[src/rtl/ifft4_serial_tx_if.sv]
`default_nettype none
// ============================================================================
//  Module   : ifft4_serial_tx_if
//  Purpose  : Sample-in / sample-out valid-ready streams of the 4-point IFFT.
//  Revision : 1.0  initial release
// ============================================================================
interface ifft4_serial_tx_if #(
    parameter int DATA_W = 16
) ();
    logic                     in_valid;
    logic                     in_ready;
    logic signed [DATA_W-1:0] in_i;
    logic signed [DATA_W-1:0] in_q;
    logic                     out_valid;
    logic                     out_ready;
    logic signed [DATA_W-1:0] out_i;
    logic signed [DATA_W-1:0] out_q;
    logic                     out_last;

    modport master (
        output in_valid, in_i, in_q, out_ready,
        input  in_ready, out_valid, out_i, out_q, out_last
    );

    modport slave (
        input  in_valid, in_i, in_q, out_ready,
        output in_ready, out_valid, out_i, out_q, out_last
    );
endinterface
`default_nettype wire

[src/rtl/ifft4_serial_tx.sv]
`default_nettype none
// ============================================================================
//  Module   : ifft4_serial_tx
//  Purpose  : Serial-in/serial-out 4-point inverse FFT (radix-4, scaled 1/4).
//  Revision : 1.0  initial release
// ============================================================================
module ifft4_serial_tx #(
    parameter int DATA_W = 16
) (
    input  logic              clk,
    input  logic              rst,
    ifft4_serial_tx_if.slave  bus,
    output logic              busy,
    output logic [1:0]        stateIFFT
);

    typedef enum logic [1:0] {
        ST_LOAD = 2'd0,
        ST_CALC = 2'd1,
        ST_OUT  = 2'd2
    } state_t;

    state_t r_state;
    state_t w_state_nxt;

    logic [1:0] r_in_cnt;
    logic [1:0] r_out_cnt;
    logic       w_in_ready;
    logic       w_out_valid;
    logic       w_busy;
    logic       w_in_fire;
    logic       w_out_fire;

    logic signed [DATA_W-1:0] r_xi [4];
    logic signed [DATA_W-1:0] r_xq [4];
    logic signed [DATA_W-1:0] r_yi [4];
    logic signed [DATA_W-1:0] r_yq [4];

    logic signed [DATA_W+1:0] w_ar [4];
    logic signed [DATA_W+1:0] w_ai [4];
    logic signed [DATA_W+1:0] w_fr [4];
    logic signed [DATA_W+1:0] w_fi [4];
    logic signed [DATA_W-1:0] w_yi [4];
    logic signed [DATA_W-1:0] w_yq [4];
    logic signed [DATA_W+1:0] w_s0r, w_s0i, w_s1r, w_s1i;
    logic signed [DATA_W+1:0] w_d0r, w_d0i, w_d1r, w_d1i;
    logic                     w_unused_lsb;

    // ------------------------------------------------------------------------
    // Control FSM
    // ------------------------------------------------------------------------
    always_ff @(posedge clk or posedge rst) begin
        if (rst) begin
            r_state <= ST_LOAD;
        end else begin
            r_state <= w_state_nxt;
        end
    end

    always_comb begin
        w_state_nxt = r_state;
        w_in_ready  = 1'b0;
        w_out_valid = 1'b0;
        w_busy      = 1'b0;
        case (r_state)
            ST_LOAD: begin
                w_in_ready = 1'b1;
                if (bus.in_valid && (r_in_cnt == 2'd3)) begin
                    w_state_nxt = ST_CALC;
                end
            end
            ST_CALC: begin
                w_busy      = 1'b1;
                w_state_nxt = ST_OUT;
            end
            ST_OUT: begin
                w_busy      = 1'b1;
                w_out_valid = 1'b1;
                if (bus.out_ready && (r_out_cnt == 2'd3)) begin
                    w_state_nxt = ST_LOAD;
                end
            end
            default: begin
                w_state_nxt = ST_LOAD;
            end
        endcase
    end

    assign w_in_fire  = bus.in_valid & w_in_ready;
    assign w_out_fire = w_out_valid & bus.out_ready;

    // ------------------------------------------------------------------------
    // Input capture and output sequencing; 2-bit counters wrap 3 -> 0.
    // ------------------------------------------------------------------------
    always_ff @(posedge clk or posedge rst) begin
        if (rst) begin
            r_in_cnt  <= 2'd0;
            r_out_cnt <= 2'd0;
            for (int k = 0; k < 4; k++) begin
                r_xi[k] <= '0;
                r_xq[k] <= '0;
                r_yi[k] <= '0;
                r_yq[k] <= '0;
            end
        end else begin
            if (w_in_fire) begin
                r_xi[r_in_cnt] <= bus.in_i;
                r_xq[r_in_cnt] <= bus.in_q;
                r_in_cnt       <= r_in_cnt + 2'd1;
            end
            if (r_state == ST_CALC) begin
                for (int k = 0; k < 4; k++) begin
                    r_yi[k] <= w_yi[k];
                    r_yq[k] <= w_yq[k];
                end
            end
            if (w_out_fire) begin
                r_out_cnt <= r_out_cnt + 2'd1;
            end
        end
    end

    // ------------------------------------------------------------------------
    // Radix-4 inverse butterfly. Four DATA_W terms fit in DATA_W+2 bits and
    // the scaled result always fits DATA_W, so dropping the two LSBs is an
    // exact floor divide by 4.
    // ------------------------------------------------------------------------
    always_comb begin
        for (int k = 0; k < 4; k++) begin
            w_ar[k] = {{2{r_xi[k][DATA_W-1]}}, r_xi[k]};
            w_ai[k] = {{2{r_xq[k][DATA_W-1]}}, r_xq[k]};
        end
        w_s0r = w_ar[0] + w_ar[2];
        w_s0i = w_ai[0] + w_ai[2];
        w_d0r = w_ar[0] - w_ar[2];
        w_d0i = w_ai[0] - w_ai[2];
        w_s1r = w_ar[1] + w_ar[3];
        w_s1i = w_ai[1] + w_ai[3];
        w_d1r = w_ar[1] - w_ar[3];
        w_d1i = w_ai[1] - w_ai[3];

        // x1 = d0 + j*d1, x3 = d0 - j*d1, with j(a+jb) = -b+ja
        w_fr[0] = w_s0r + w_s1r;
        w_fi[0] = w_s0i + w_s1i;
        w_fr[1] = w_d0r - w_d1i;
        w_fi[1] = w_d0i + w_d1r;
        w_fr[2] = w_s0r - w_s1r;
        w_fi[2] = w_s0i - w_s1i;
        w_fr[3] = w_d0r + w_d1i;
        w_fi[3] = w_d0i - w_d1r;

        w_unused_lsb = 1'b0;
        for (int k = 0; k < 4; k++) begin
            w_yi[k]      = w_fr[k][DATA_W+1:2];
            w_yq[k]      = w_fi[k][DATA_W+1:2];
            w_unused_lsb = w_unused_lsb ^ (^{w_fr[k][1:0], w_fi[k][1:0]});
        end
    end

    // ------------------------------------------------------------------------
    // Outputs
    // ------------------------------------------------------------------------
    assign bus.in_ready  = w_in_ready;
    assign bus.out_valid = w_out_valid;
    assign bus.out_i     = r_yi[r_out_cnt];
    assign bus.out_q     = r_yq[r_out_cnt];
    assign bus.out_last  = w_out_valid && (r_out_cnt == 2'd3);
    assign busy          = w_busy;
    assign stateIFFT     = r_state;

endmodule
`default_nettype wire
[src/flat_wrapper.sv]
// flat-port wrapper written by rule: the top's interface ports become plain ports
module ifft4_serial_tx_flat 
#(
    parameter int DATA_W = 16
)
  (clk, rst, busy, stateIFFT, bus_in_valid, bus_in_i, bus_in_q, bus_out_ready, bus_in_ready, bus_out_valid, bus_out_i, bus_out_q, bus_out_last);
  ifft4_serial_tx_if #(.DATA_W(DATA_W)) bus_i ();
  input  logic clk;
  input  logic rst;
  output logic busy;
  output logic [1:0] stateIFFT;
  input wire logic [$bits(bus_i.in_valid)-1:0] bus_in_valid;
  input wire logic [$bits(bus_i.in_i)-1:0] bus_in_i;
  input wire logic [$bits(bus_i.in_q)-1:0] bus_in_q;
  input wire logic [$bits(bus_i.out_ready)-1:0] bus_out_ready;
  output wire logic [$bits(bus_i.in_ready)-1:0] bus_in_ready;
  output wire logic [$bits(bus_i.out_valid)-1:0] bus_out_valid;
  output wire logic [$bits(bus_i.out_i)-1:0] bus_out_i;
  output wire logic [$bits(bus_i.out_q)-1:0] bus_out_q;
  output wire logic [$bits(bus_i.out_last)-1:0] bus_out_last;
  assign bus_i.in_valid = bus_in_valid;
  assign bus_i.in_i = bus_in_i;
  assign bus_i.in_q = bus_in_q;
  assign bus_i.out_ready = bus_out_ready;
  assign bus_in_ready = bus_i.in_ready;
  assign bus_out_valid = bus_i.out_valid;
  assign bus_out_i = bus_i.out_i;
  assign bus_out_q = bus_i.out_q;
  assign bus_out_last = bus_i.out_last;
  ifft4_serial_tx #(.DATA_W(DATA_W)) u_core (.clk(clk), .rst(rst), .bus(bus_i), .busy(busy), .stateIFFT(stateIFFT));
endmodule
[config.mk]
export PLATFORM = sky130hd
export DESIGN_NAME = ifft4_serial_tx_flat
export DESIGN_NICKNAME = d
export VERILOG_FILES = /design/src/rtl/ifft4_serial_tx_if.sv /design/src/rtl/ifft4_serial_tx.sv /design/src/flat_wrapper.sv
export SDC_FILE = /design/constraint.sdc
export NUM_CORES = 1
export LEC_CHECK = 0
export BUFFER_PORTS_ARGS = -buffer_cell sky130_fd_sc_hd__buf_4
export CAP_MARGIN = 10
export CORE_UTILIZATION = 40
export CTS_CLUSTER_DIAMETER = 150
export DETAILED_ROUTE_END_ITERATION = 6
export SETUP_SLACK_MARGIN = 0.05
export SLEW_MARGIN = 40
export SYNTH_ARGS = -nofsm -noshare
export SYNTH_HDL_FRONTEND = slang
export SYNTH_SLANG_ARGS = --single-unit
[constraint.sdc]
create_clock -name clk -period 10.7 [get_ports clk]
set_input_delay 1.605 -clock clk [delete_from_list [all_inputs] [get_ports clk]]
set_output_delay 1.605 -clock clk [all_outputs]
set_load 0.01 [all_outputs]
## Yosys cells after proc, flatten, opt, wreduce, memory -nomap -nowiden

Cells that the tools add are included.

- Logic and storage cells: 73
- Bits in latches: 0
- Memories kept: 0
- Memory bits (read-only): 0
- Input port bits: 36
- RAM bits: 0
- Bits in registers: 262
- Output and inout bits: 38

- $add $sub $neg: 18
- $mul: 0
- Reductions and logical operators: 7
- Divide/modulo/power cells: 0
- Shift-type cells: 0
- Bitwise operators: 4
- Equality and inequality tests: 6
- Order comparisons: 3
- Muxes and demuxes: 16

Operator list:

| kind | count |
|---|---|
| bitwise mux 64 bit | 2 |
| two-way mux 16 bit | 5 |
| adder 18 bit | 4 |
| subtractor 18 bit | 4 |
| adder 16 x 16 -> 17 bit | 4 |
| subtractor 16 x 16 -> 17 bit | 4 |
| binary-select mux 16 bit (select 2 bit) | 2 |
| demux 16 bit (select 2 bit) | 1 |
| equality test 2 bit, second input constant | 3 |
| greater-or-equal comparator 3 bit, second input constant | 2 |
| NOT 2 -> 3 bit | 2 |
| one-hot mux 2 bit (3 select lines) | 1 |
| adder 2 x 1 -> 2 bit, second input constant | 2 |
| logical AND 1 bit | 4 |
| two-way mux 2 bit | 2 |
| inequality test 2 x 1 -> 1 bit, second input constant | 2 |
| < comparator 3 x 1 -> 1 bit, second input constant | 1 |
| two-way mux 1 bit | 3 |
| bitwise AND 1 bit | 2 |
| equality test 2 x 1 -> 1 bit, second input constant | 1 |
| zero test 2 bit | 1 |
| AND reduction 2 bit | 1 |
| OR reduction 2 bit | 1 |

## Depth between registers and ports, before layout

Gate-level depths: netlist of run 1.

- Word-level depth: 6
- Depth in mapped cells: 21
- Mapped depth without buffers: 20

## Worst setup path before layout of run 1

Ideal clock, no wire load.

- Path kind: reg2reg
- Start point: register u_core.r_xi[16] in the netlist's numbering
- End point: register u_core.r_yi[63] in the netlist's numbering
- Period minus slack after synthesis: 4.218 ns
- Library setup time: 0.082 ns
- Arrival time: 4.136 ns
- Path slack: 6.482 ns
- Cell stages (with the launch flop): 17
- Cells stage by stage: dfrtp_1 -> ha_1 -> fa_1 -> nand2b_1 -> a221oi_1 -> o41ai_1 -> o221ai_1 -> o41a_1 -> a221oi_1 -> xor2_1 -> ha_1 -> clkbuf_1 -> and3_1 -> a21oi_1 -> o21ai_1 -> or4b_2 -> a31oi_1

- Longest elaborated chain between the ends: 2

Ends and longest elaborated chain:

| what | line | text |
|---|---|---|
| start: declaration | ifft4_serial_tx.sv:34 | `logic signed [DATA_W-1:0] r_xi [4];` |
| start signal: indexed assignment | ifft4_serial_tx.sv:107 | `r_xi[r_in_cnt] <= bus.in_i;` |
| adder 16 x 16 -> 17 bit | ifft4_serial_tx.sv:133 | `w_s0r = w_ar[0] + w_ar[2];` |
| adder 18 bit | ifft4_serial_tx.sv:143 | `w_fr[0] = w_s0r + w_s1r;` |
| end signal: indexed assignment | ifft4_serial_tx.sv:113 | `r_yi[k] <= w_yi[k];` |
| end: declaration | ifft4_serial_tx.sv:36 | `logic signed [DATA_W-1:0] r_yi [4];` |

No other way between the ends.
A chain may end at the register's enable or synchronous reset.

## Worst setup path in the final report of run 1

- Start point: register u_core.r_xq[16] in the netlist's numbering
- End point: register u_core.r_yq[14] in the netlist's numbering

- Longest elaborated chain between the ends: 2

Ends and longest elaborated chain:

| what | line | text |
|---|---|---|
| start: declaration | ifft4_serial_tx.sv:35 | `logic signed [DATA_W-1:0] r_xq [4];` |
| start signal: indexed assignment | ifft4_serial_tx.sv:108 | `r_xq[r_in_cnt] <= bus.in_q;` |
| subtractor 16 x 16 -> 17 bit | ifft4_serial_tx.sv:136 | `w_d0i = w_ai[0] - w_ai[2];` |
| subtractor 18 bit | ifft4_serial_tx.sv:150 | `w_fi[3] = w_d0i - w_d1r;` |
| end signal: indexed assignment | ifft4_serial_tx.sv:114 | `r_yq[k] <= w_yq[k];` |
| end: declaration | ifft4_serial_tx.sv:37 | `logic signed [DATA_W-1:0] r_yq [4];` |

No other way between the ends.

==> results of run 1 <==
==> critical path, cell delays in order, from the launching register on <==
cell,delay (ns)
dfrtp_1,0.40
ha_1,0.25
fa_1,0.42
nor2b_1,0.14
o21ai_0,0.12
a21boi_0,0.37
o21ai_0,0.31
a21oi_1,0.23
nor2b_1,0.08
a21oi_1,0.18
xor2_1,0.35
ha_1,0.39
nor4_1,0.31
o21ai_0,0.16
o31ai_1,0.49
a21oi_1,0.21
xnor2_1,0.16
mux2_2,0.26
==> state kept, by name, summed over array words and instances (netlist names) <==
signal / count
u_core.r_yq: 64
u_core.stateIFFT: 2
u_core.r_out_cnt: 2
u_core.r_in_cnt: 2
u_core.r_yi: 64
u_core.r_xq: 64
u_core.r_xi: 64
==> synthesized netlist by cell type (5+ instances only) <==
| master | count | area (um^2) |
|---|---|---|
| a2111oi_0 | 5 | 43.79 |
| a211oi_1 | 17 | 127.6 |
| a21boi_0 | 7 | 52.55 |
| a21o_1 | 17 | 127.6 |
| a21oi_1 | 172 | 860.8 |
| a221oi_1 | 11 | 96.34 |
| a31o_2 | 6 | 52.55 |
| a31oi_1 | 25 | 156.4 |
| and2_1 | 7 | 43.79 |
| and3_1 | 15 | 93.84 |
| buf_1 | 14 | 52.55 |
| buf_2 | 5 | 25.02 |
| clkbuf_1 | 84 | 315.3 |
| dfrtp_1 | 262 | 6556 |
| fa_1 | 8 | 160.2 |
| ha_1 | 265 | 3316 |
| inv_1 | 233 | 874.6 |
| mux2_2 | 181 | 2038 |
| mux4_2 | 32 | 720.7 |
| nand2_1 | 86 | 322.8 |
| nand2b_1 | 29 | 181.4 |
| nand3_1 | 40 | 200.2 |
| nand4_1 | 7 | 43.79 |
| nor2_1 | 207 | 777.0 |
| nor2b_1 | 25 | 156.4 |
| nor3_1 | 40 | 200.2 |
| nor3b_1 | 5 | 37.54 |
| nor4_1 | 8 | 50.05 |
| o211ai_1 | 8 | 60.06 |
| o21a_1 | 9 | 67.56 |
| o21ai_0 | 74 | 370.4 |
| o21ba_2 | 5 | 50.05 |
| o21bai_1 | 29 | 217.7 |
| o31ai_1 | 12 | 90.09 |
| o41ai_1 | 14 | 122.6 |
| or2_2 | 15 | 93.84 |
| or3_1 | 23 | 143.9 |
| or4_1 | 5 | 37.54 |
| xnor2_1 | 159 | 1393 |
| xor2_1 | 47 | 411.6 |
==> stage by stage <==
stage | setup WS [ns] | area (um^2) | cells | hold WS, ns
final | 5.747 | 23700 | 3005 | 0.4823
after global routing | 5.425 | 23700 | 3005 | 0.5014
after CTS | 5.794 | 23660 | 3004 | 0.4856
after detailed placement | 5.825 | 22530 | 2944 | 0.4730
after global placement | 5.911 | 22470 | 2943 | 0.4574
after floorplan | 1.883 | 21420 | 2284 | 0.4411
==> logic make-up after synthesis <==
group	share of synthesized area (%)
AND/OR/NAND/NOR	11.58
flip-flops	30.61
buffers and inverters	6.279
adder cells (fa/ha/maj)	16.23
multiplexers	12.97
XOR/XNOR	8.422
AO/OA/AOI/OAI	13.91
==> how the worst max path moves through the flow <==
| stage | to | cells past startpoint |
|---|---|---|
| floorplan | u_core.r_in_cnt[0] | 1 |
| global placement | u_core.r_yi[63] | 16 |
| detailed placement | u_core.r_yq[14] | 17 |
| CTS | u_core.r_yq[14] | 17 |
| global route | u_core.r_yq[14] | 17 |
| finish | u_core.r_yq[14] | 17 |
==> per-layer routing <==
layer | routed length, um | global-route usage [%]
met5 | 0 | 0
met4 | 1711 | 7.427
met3 | 2043 | 2.405
met2 | 25060 | 33.07
met1 | 24270 | 26.63
==> cell type report <==
type	instances	share of cell area (%)
tap	688	3.632
clock buffer	55	4.572
multi-input combinational	1677	57.33
sequential	262	27.69
inverter	235	3.775
timing repair buffer	83	2.798
clock inverter	5	0.2112
==> impl_results.md, run 1 <==
* Outcome: complete, but fails checks
* Violated checks: design-rule violations
* Register Area at 0.006561 mm^2
* H-tree Lvls at 2
* Post-synth ARST share at 100.0%
* Most frequent cells in the layout: ha_1, dfrtp_1, inv_1, nor2_1, mux2_2
* Die area at between 0.05 and 0.06 mm^2
* Critical Path RT at 11.12 ns
* Max-cap violations at 0
* DRT Wirelength at 53090 um
* DR vias at 16020
* Routed Antenna Nets at 0
* DRC viols at 14
* CP Capture Type: flop
* Area of the multi-input gates at roughly 0.014 mm^2
* Largest net degree at the start of global routing at 138
* Clock Latency Late Sink at 0.54 ns
* DP HPWL at just over 40000 um
* Drt first pass iters at 7
* Slew headroom at between 30% and 40%
* RR Startpoint: u_core.r_xq[16]
* Via/cell ratio at roughly 5.3
* Initial drt markers at 1012
* Synth Register Bits at 262
* I/O pins at 74
* Worst Hold End: u_core.r_yi[7]
* IO Port Bufs at 73
* Unrepaired setup endpoints after global routing: false
* Hold depth at 1
* Final RePlAce weighted congestion at about 0.9
* Core area at 0.05276 mm^2
* Final setup skew at 0.01599 ns
* Setup violators final at 0
* Syn Area/Cell at 9.379 um^2
* Initial Util at 40.60%
* Vias in the first global route at about 16000
* Crit start category: flop
* Setup TNS at 0 ns
* Setup Crit Path Kind: reg -> reg
* Clock slew at reported path FFs at roughly 0.05 ns
* CTS Sinks at 262
* Critical Path Fanout Max at 8
* Cell Rows at 84
* Sequential area share after synthesis at 30.61%
* Final Max Slew Viols at 0
* Post-synth EDFFs at 0
* R2r setup slk at ~5.7 ns
* Global-route wire length before repair at about 85000 um
* Most common cell after layout, fill and taps aside: ha_1
* Antenna violations before repair at 0
* NumNets Final at roughly 2600
* Share of cells above drive strength 1 at 17.00%
* Post-DR wirelength/cell at 17.67 um
* RR Endpoint: u_core.r_yq[14]
* Cts hold-fix bufs at 0
* Post-CTS Resized at 0
* Crit path from: u_core.r_xq[16]
* Minimum clock period at ~5 ns
* Final period utilization at between 40% and 50%
* Fin util at 44.92%
* Syn Inst Count at between 2000 and 2500
* Synthesized area at 0.02142 mm^2
* Max Freq at 201.9 MHz
* Chip width at 233.4 um
* Synth warn at 0
* Post-CTS Setup Repair Bufs at 0
* Gr ovfl total at 0
* Final Hold Fails at 0
* Total CTS buffers at 34
* Cell variety after synth at 80
* Worst-Margin Slew at 0.9260 ns
* CTS root buf: clkbuf_16
* Post-Syn Nets at 2593
* GR Util All Layers at about 20%
* Reg2reg path depth at 17
* Ant. Diodes at 0
* Hold Path Origin: u_core.r_yi[7]
* Layout area overhead at 10.63%
* Critical path arrival at 5.37 ns
* Die Y at 233.4 um
* Fill cell count at 5097
* Ys flop type: dfrtp_1
* Hold Path Class: reg -> reg
* TritonCTS clock tree: built
* CTS max path bufs at 3
Power of run 1 is not shown: default switching activity piles up to over one toggle a cycle in this logic, so the estimate is an artifact.
==> inputs of run 2 (changes only) <==
Clock period 10.7 ns to 4.9 ns, I/O delays scaled along.
==> run 2 against run 1 <==
  * The run still ends with design-rule violations left
  * First-iteration DRC count increased by 9.2%
  * Non-clock buffer count increased by 17
  * Routed wire length increased by 0.71%
  * Die area unchanged
  * Register-to-register slack got worse by 5.5 ns
  * Worst hold slack got worse by 0.27 ns
  * Global-route usage increased by 0.12 points
  * Utilization increased by 0.35 points
  * Count of clock-buffer cells in the layout decreased by 2
  * Worst setup slack got worse by 5.5 ns
  * Via count increased by 0.59%
  * Critical path depth unchanged
==> impl_results.md, run 2 (synthesis gave the netlist of run 1 again) <==
* Outcome: complete, but fails checks
* Violated checks: design-rule violations
* Final hold slack at 0.2137 ns (-0.2686 ns)
* Most frequent cells in the layout: ha_1, dfrtp_1, inv_1, nor2_1, mux2_2
* Final worst setup slack at 0.2395 ns (-5.508 ns)
* H-tree Lvls at 2 (unchanged)
* Fill cell count at 5060 (-0.73%)
* I/O pins at 74 (unchanged)
* Share of cells above drive strength 1 at 18.08% (+1.1 points)
* Final Max Slew Viols at 0 (unchanged)
* Chip width at 233.4 um (unchanged)
* Buf/Inv on CP at 1 (+1)
* Crit path max-delay family: compound AO/OA/AOI/OAI gates
* Gr ovfl total at 0 (unchanged)
* Initial Util at 40.60% (unchanged)
* Via/cell ratio at 5.332 (about the same)
* CTS max path bufs at 3 (unchanged)
* Max-cap violations at 0 (unchanged)
* Critical path arrival at 5.12 ns (-0.25 ns)
* Clock Latency Late Sink at 0.55 ns (about the same)
* Area of the multi-input gates at 0.01364 mm^2 (+0.38%)
* TritonCTS clock tree: built
* CP Capture Type: flop
* Most common cell after layout, fill and taps aside: ha_1
* Final RePlAce weighted congestion at 0.9130 (-0.90%)
* Crit start category: flop
* Routed Antenna Nets at 0 (unchanged)
* Ant. Diodes at 0 (unchanged)
* Post-DR wirelength/cell at 17.69 um (+0.14%)
* Crit-path cells: ha_1 -> fa_1 -> nand2b_1 -> a221oi_2 -> o41ai_1 -> buf_4 -> o221ai_1 -> nor2_1 -> xnor2_1 -> ha_2 -> a21o_1 -> a21oi_1 -> o2111ai_1 -> nand2_1 -> o21ai_1 -> or4b_2 -> a31oi_1
* IO Port Bufs at 73 (unchanged)
* Drt first pass iters at 7 (unchanged)
* Antenna violations before repair at 0 (unchanged)
* Total CTS buffers at 34 (unchanged)
* Setup TNS at 0 ns (unchanged)
* Core area at 0.05276 mm^2 (unchanged)
* Minimum clock period at 4.660 ns (-0.2922 ns)
* Final setup skew at 0.01241 ns (-0.003578 ns)
* Vias in the first global route at 16000 (+1.5%)
* Die Y at 233.4 um (unchanged)
* Placed insts at 2960 (+0.54%)
* DP HPWL at 41290 um (+2.3%)
* Critical path's largest stage delay at 0.64 ns (+0.15 ns)
* Unrepaired setup endpoints after global routing: false
* Final period utilization at 95.11% (+49 points)
* Cts hold-fix bufs at 0 (unchanged)
* Critical Path Fanout Max at 10 (+2)
* CTS root buf: clkbuf_16
* Cell Rows at 84 (unchanged)
* Final Hold Fails at 0 (unchanged)
* DRT Wirelength at 53470 um (+0.71%)
* Setup violators final at 0 (unchanged)
* GR Util All Layers at 20.09% (+0.12 points)
* Layout area overhead at 11.48%
* Hold Path Class: in -> async
* Initial drt markers at 1105 (+9.2%)
* Setup Crit Path Kind: reg -> reg
* Clock slew at reported path FFs at 0.06 ns (about the same)
* Max Freq at 214.6 MHz (+6.3%)
* Pre-CTS WS at 0.2779 ns (-5.547 ns)
* Die area at 0.05448 mm^2 (unchanged)
* Global-route wire length before repair at 85890 um (+0.97%)
* Critical Path RT at 5.36 ns (-5.76 ns)
* Worst-Margin Slew at 0.8151 ns (-0.1108 ns)
* NumNets Final at 2619 (+0.65%)
* DR vias at 16110 (+0.59%)
* Final cell count without fillers at 3022 (+0.57%)
* Register Area at 0.006561 mm^2 (unchanged)
* Max stage delay cell, worst path: or4b_2
* DRC viols at 14 (unchanged)
* Slew headroom at 44.25% (+7.6 points)
* Largest net degree at the start of global routing at 112 (-19%)
* CTS Sinks at 262 (unchanged)
## run 2: metrics by stage
stage               util (%)  area, um^2
floorplan                  -       21430
global placement       42.83       22600
detailed placement     42.94       22660
CTS                    45.11       23800
global route           45.26       23880
finish                 45.26       23880
## run 2: final cells by class
type / instances / share of cell area (%)
clock inverters: 7 / 0.3772
flip-flops and latches: 262 / 27.47
clock buffers: 53 / 4.422
multi-input cells: 1677 / 57.10
inverters: 235 / 3.709
well taps: 688 / 3.605
repair buffers: 100 / 3.311
## run 2: layer usage
| layer | vias up | track usage (%) | wire [um] |
|---|---|---|---|
| met5 | - | 0 | 0 |
| met4 | 0 | 7.285 | 1693 |
| met3 | 86 | 2.271 | 2144 |
| met2 | 338 | 33.70 | 25250 |
| met1 | 7744 | 26.61 | 24380 |
| li1 | 7944 | - | - |
## run 2: what timing repair did
action                                  CTS  global route
setup buffers                             0             2
endpoints found under the setup margin    0            14
endpoints found under the hold margin     0             0
gates resized for setup                   0            16
## run 2: final timing paths
| check | from | end | slack, ns | cells past startpoint |
|---|---|---|---|---|
| max | u_core.r_xi[16] | u_core.r_yi[63] | 0.24 | 17 |
| min | rst | u_core.r_xq[9] | 0.21 | 2 |
| max reg2reg | u_core.r_xi[16] | u_core.r_yi[63] | 0.24 | 17 |
| min reg2reg | u_core.r_yi[30] | u_core.r_yi[30] | 0.48 | 2 |
| max in group asynchronous | rst | u_core.r_xq[0] | 3.52 | 4 |
| min in group clk | bus_in_i[14] | u_core.r_xi[62] | 0.45 | 2 |
Power of run 2 is left out for the same reason.
==> inputs of run 3 (changes only) <==
Clock period 4.9 ns to 5.7 ns, I/O delays scaled along.
==> run 3 against run 2 <==
  * Non-clock buffer count shrank 15
  * Worst setup slack improved by 0.60 ns
  * Critical path type unchanged
  * Flip-flop and latch count unchanged
  * First-iteration DRC count shrank 10%
  * The run still ends with design-rule violations left
  * Clock skew rose by 0.0056 ns
  * Critical path depth did not move
  * Routed wire length is 1.4% lower
  * Die area did not move
  * Sequential share of layout area is 0.34 points higher
  * Cell area is 1.2% lower
  * Register-to-register slack improved by 0.60 ns
  * Via count decreased by 0.25%
==> impl_results.md, run 3 (synthesis gave the netlist of run 1 again) <==
* Outcome: complete, but fails checks
* Violated checks: design-rule violations
* Clock slew at reported path FFs at 0.06 ns (about the same)
* Final setup skew at 0.01796 ns (+0.005552 ns)
* H-tree Lvls at 1 (-1)
* Cell Rows at 84 (unchanged)
* DRT Wirelength at 52740 um (-1.4%)
* Layout area overhead at 10.09%
* CTS Sinks at 262 (unchanged)
* Initial drt markers at 991 (-10%)
* Hold Path Class: in -> async
* Cts hold-fix bufs at 0 (unchanged)
* Drt first pass iters at 7 (unchanged)
* Slew headroom at 43.52% (-0.74 points)
* DP HPWL at 40670 um (-1.5%)
* Crit path max-delay family: compound AO/OA/AOI/OAI gates
* Critical path arrival at 5.36 ns (+0.24 ns)
* Most frequent cells in the layout: ha_1, dfrtp_1, inv_1, nor2_1, mux2_2
* Total CTS buffers at 31 (-8.8%)
* Via/cell ratio at 5.350 (+0.34%)
* Final cell count without fillers at 3004 (-0.60%)
* Initial Util at 40.60% (unchanged)
* Max Freq at 205.8 MHz (-4.1%)
* Unrepaired setup endpoints after global routing: false
* DRC viols at 14 (unchanged)
* Post-CTS Setup Repair Bufs at 0 (unchanged)
* Max stage delay cell, worst path: or4b_2
* Antenna violations before repair at 0 (unchanged)
* TritonCTS clock tree: built
* Crit start category: flop
* Share of cells above drive strength 1 at 16.97% (-1.1 points)
* Largest net degree at the start of global routing at 152 (+36%)
* Die area at 0.05448 mm^2 (unchanged)
* Critical Path Fanout Max at 8 (-2)
* Chip width at 233.4 um (unchanged)
* Setup Crit Path Kind: reg -> reg
* Crit-path cells: inv_1 -> ha_1 -> nor2b_1 -> o21bai_1 -> a21oi_1 -> o41a_1 -> a2111oi_0 -> buf_4 -> nor2_1 -> xnor2_1 -> ha_1 -> a21oi_1 -> o2111ai_1 -> nand2_1 -> o21ai_1 -> or4b_2 -> a31oi_1
* Post-CTS Resized at 0 (unchanged)
* Die Y at 233.4 um (unchanged)
* Final RePlAce weighted congestion at 0.8927 (-2.2%)
* DR vias at 16070 (-0.25%)
* Setup violators final at 0 (unchanged)
* CTS max path bufs at 3 (unchanged)
* Final Max Slew Viols at 0 (unchanged)
* Final period utilization at 85.27% (-9.8 points)
* Placed insts at 2946 (-0.47%)
* I/O pins at 74 (unchanged)
* Gr ovfl total at 0 (unchanged)
* Most common cell after layout, fill and taps aside: ha_1
* Routed Antenna Nets at 0 (unchanged)
* Core area at 0.05276 mm^2 (unchanged)
* Minimum clock period at 4.860 ns (+0.1997 ns)
* CP Capture Type: flop
* IO Port Bufs at 73 (unchanged)
* Critical path's largest stage delay at 0.62 ns (-0.02 ns)
* Global-route wire length before repair at 86010 um (+0.14%)
* Buf/Inv on CP at 2 (+1)
* Pre-CTS WS at 0.9366 ns (+0.6587 ns)
* Ant. Diodes at 0 (unchanged)
* Vias in the first global route at 15970 (-0.23%)
* CTS root buf: clkbuf_16
* Final Hold Fails at 0 (unchanged)
* Final worst setup slack at 0.8398 ns (+0.6003 ns)
* GR Util All Layers at 19.93% (-0.17 points)
* Post-DR wirelength/cell at 17.56 um (-0.77%)
* Max-cap violations at 0 (unchanged)
* NumNets Final at 2601 (-0.69%)
* Critical Path RT at 6.20 ns (+0.84 ns)
* Worst-Margin Slew at 0.8363 ns (+0.02122 ns)
* Clock Latency Late Sink at 0.59 ns (+0.04 ns)
* Setup TNS at 0 ns (unchanged)
[run 3: cell count changes in the layout (fill, tap and decap cells not counted), sizes merged]
cell / previous run / this run
clkbuf: 53 / 45
inv: 233 / 234
clkinv: 4 / 8
buf: 100 / 85
[run 3: worst paths after layout]
check                                     from         endpoint  slack (ns)  cells past startpoint
max in group asynchronous                  rst  u_core.r_xi[16]        4.49                      4
worst max-delay path            u_core.r_xi[1]  u_core.r_yi[63]        0.84                     17
worst min-delay path                       rst  u_core.r_xq[63]        0.16                      2
worst min register to register  u_core.r_yi[7]   u_core.r_yi[7]        0.48                      1
min in group clk                u_core.r_yi[7]   u_core.r_yi[7]        0.48                      1
worst max register to register  u_core.r_xi[1]  u_core.r_yi[63]        0.84                     17
[run 3: final cells by class]
cell class / count / area (um^2)
flip-flops and latches: 262 / 6559
repair buffers: 85 / 686.9
well taps: 688 / 860.8
multi-input cells: 1677 / 13580
clock buffers: 45 / 888.4
fillers: 5080 / 29180
clock inverters: 12 / 118.9
inverters: 235 / 885.9
[run 3: per-layer routing]
metal,vias to the layer above,global-route usage (%),wire [um]
li1,7904,-,-
met1,7799,26.67,24190
met2,293,33.67,24960
met3,75,1.892,1894
met4,0,6.554,1695
met5,-,0,0
[run 3: stage by stage]
step / instance area, um^2 / util [%] / hold slack (ns)
3_3_place_gp: 22490 / 42.63 / 0.4633
3_5_place_dp: 22550 / 42.74 / 0.4699
6_report: 23580 / 44.70 / 0.1559
4_1_cts: 23560 / 44.65 / 0.1254
5_1_grt: 23580 / 44.70 / 0.1413
2_1_floorplan: 21430 / - / 0.4411
Power of run 3 is left out for the same reason.
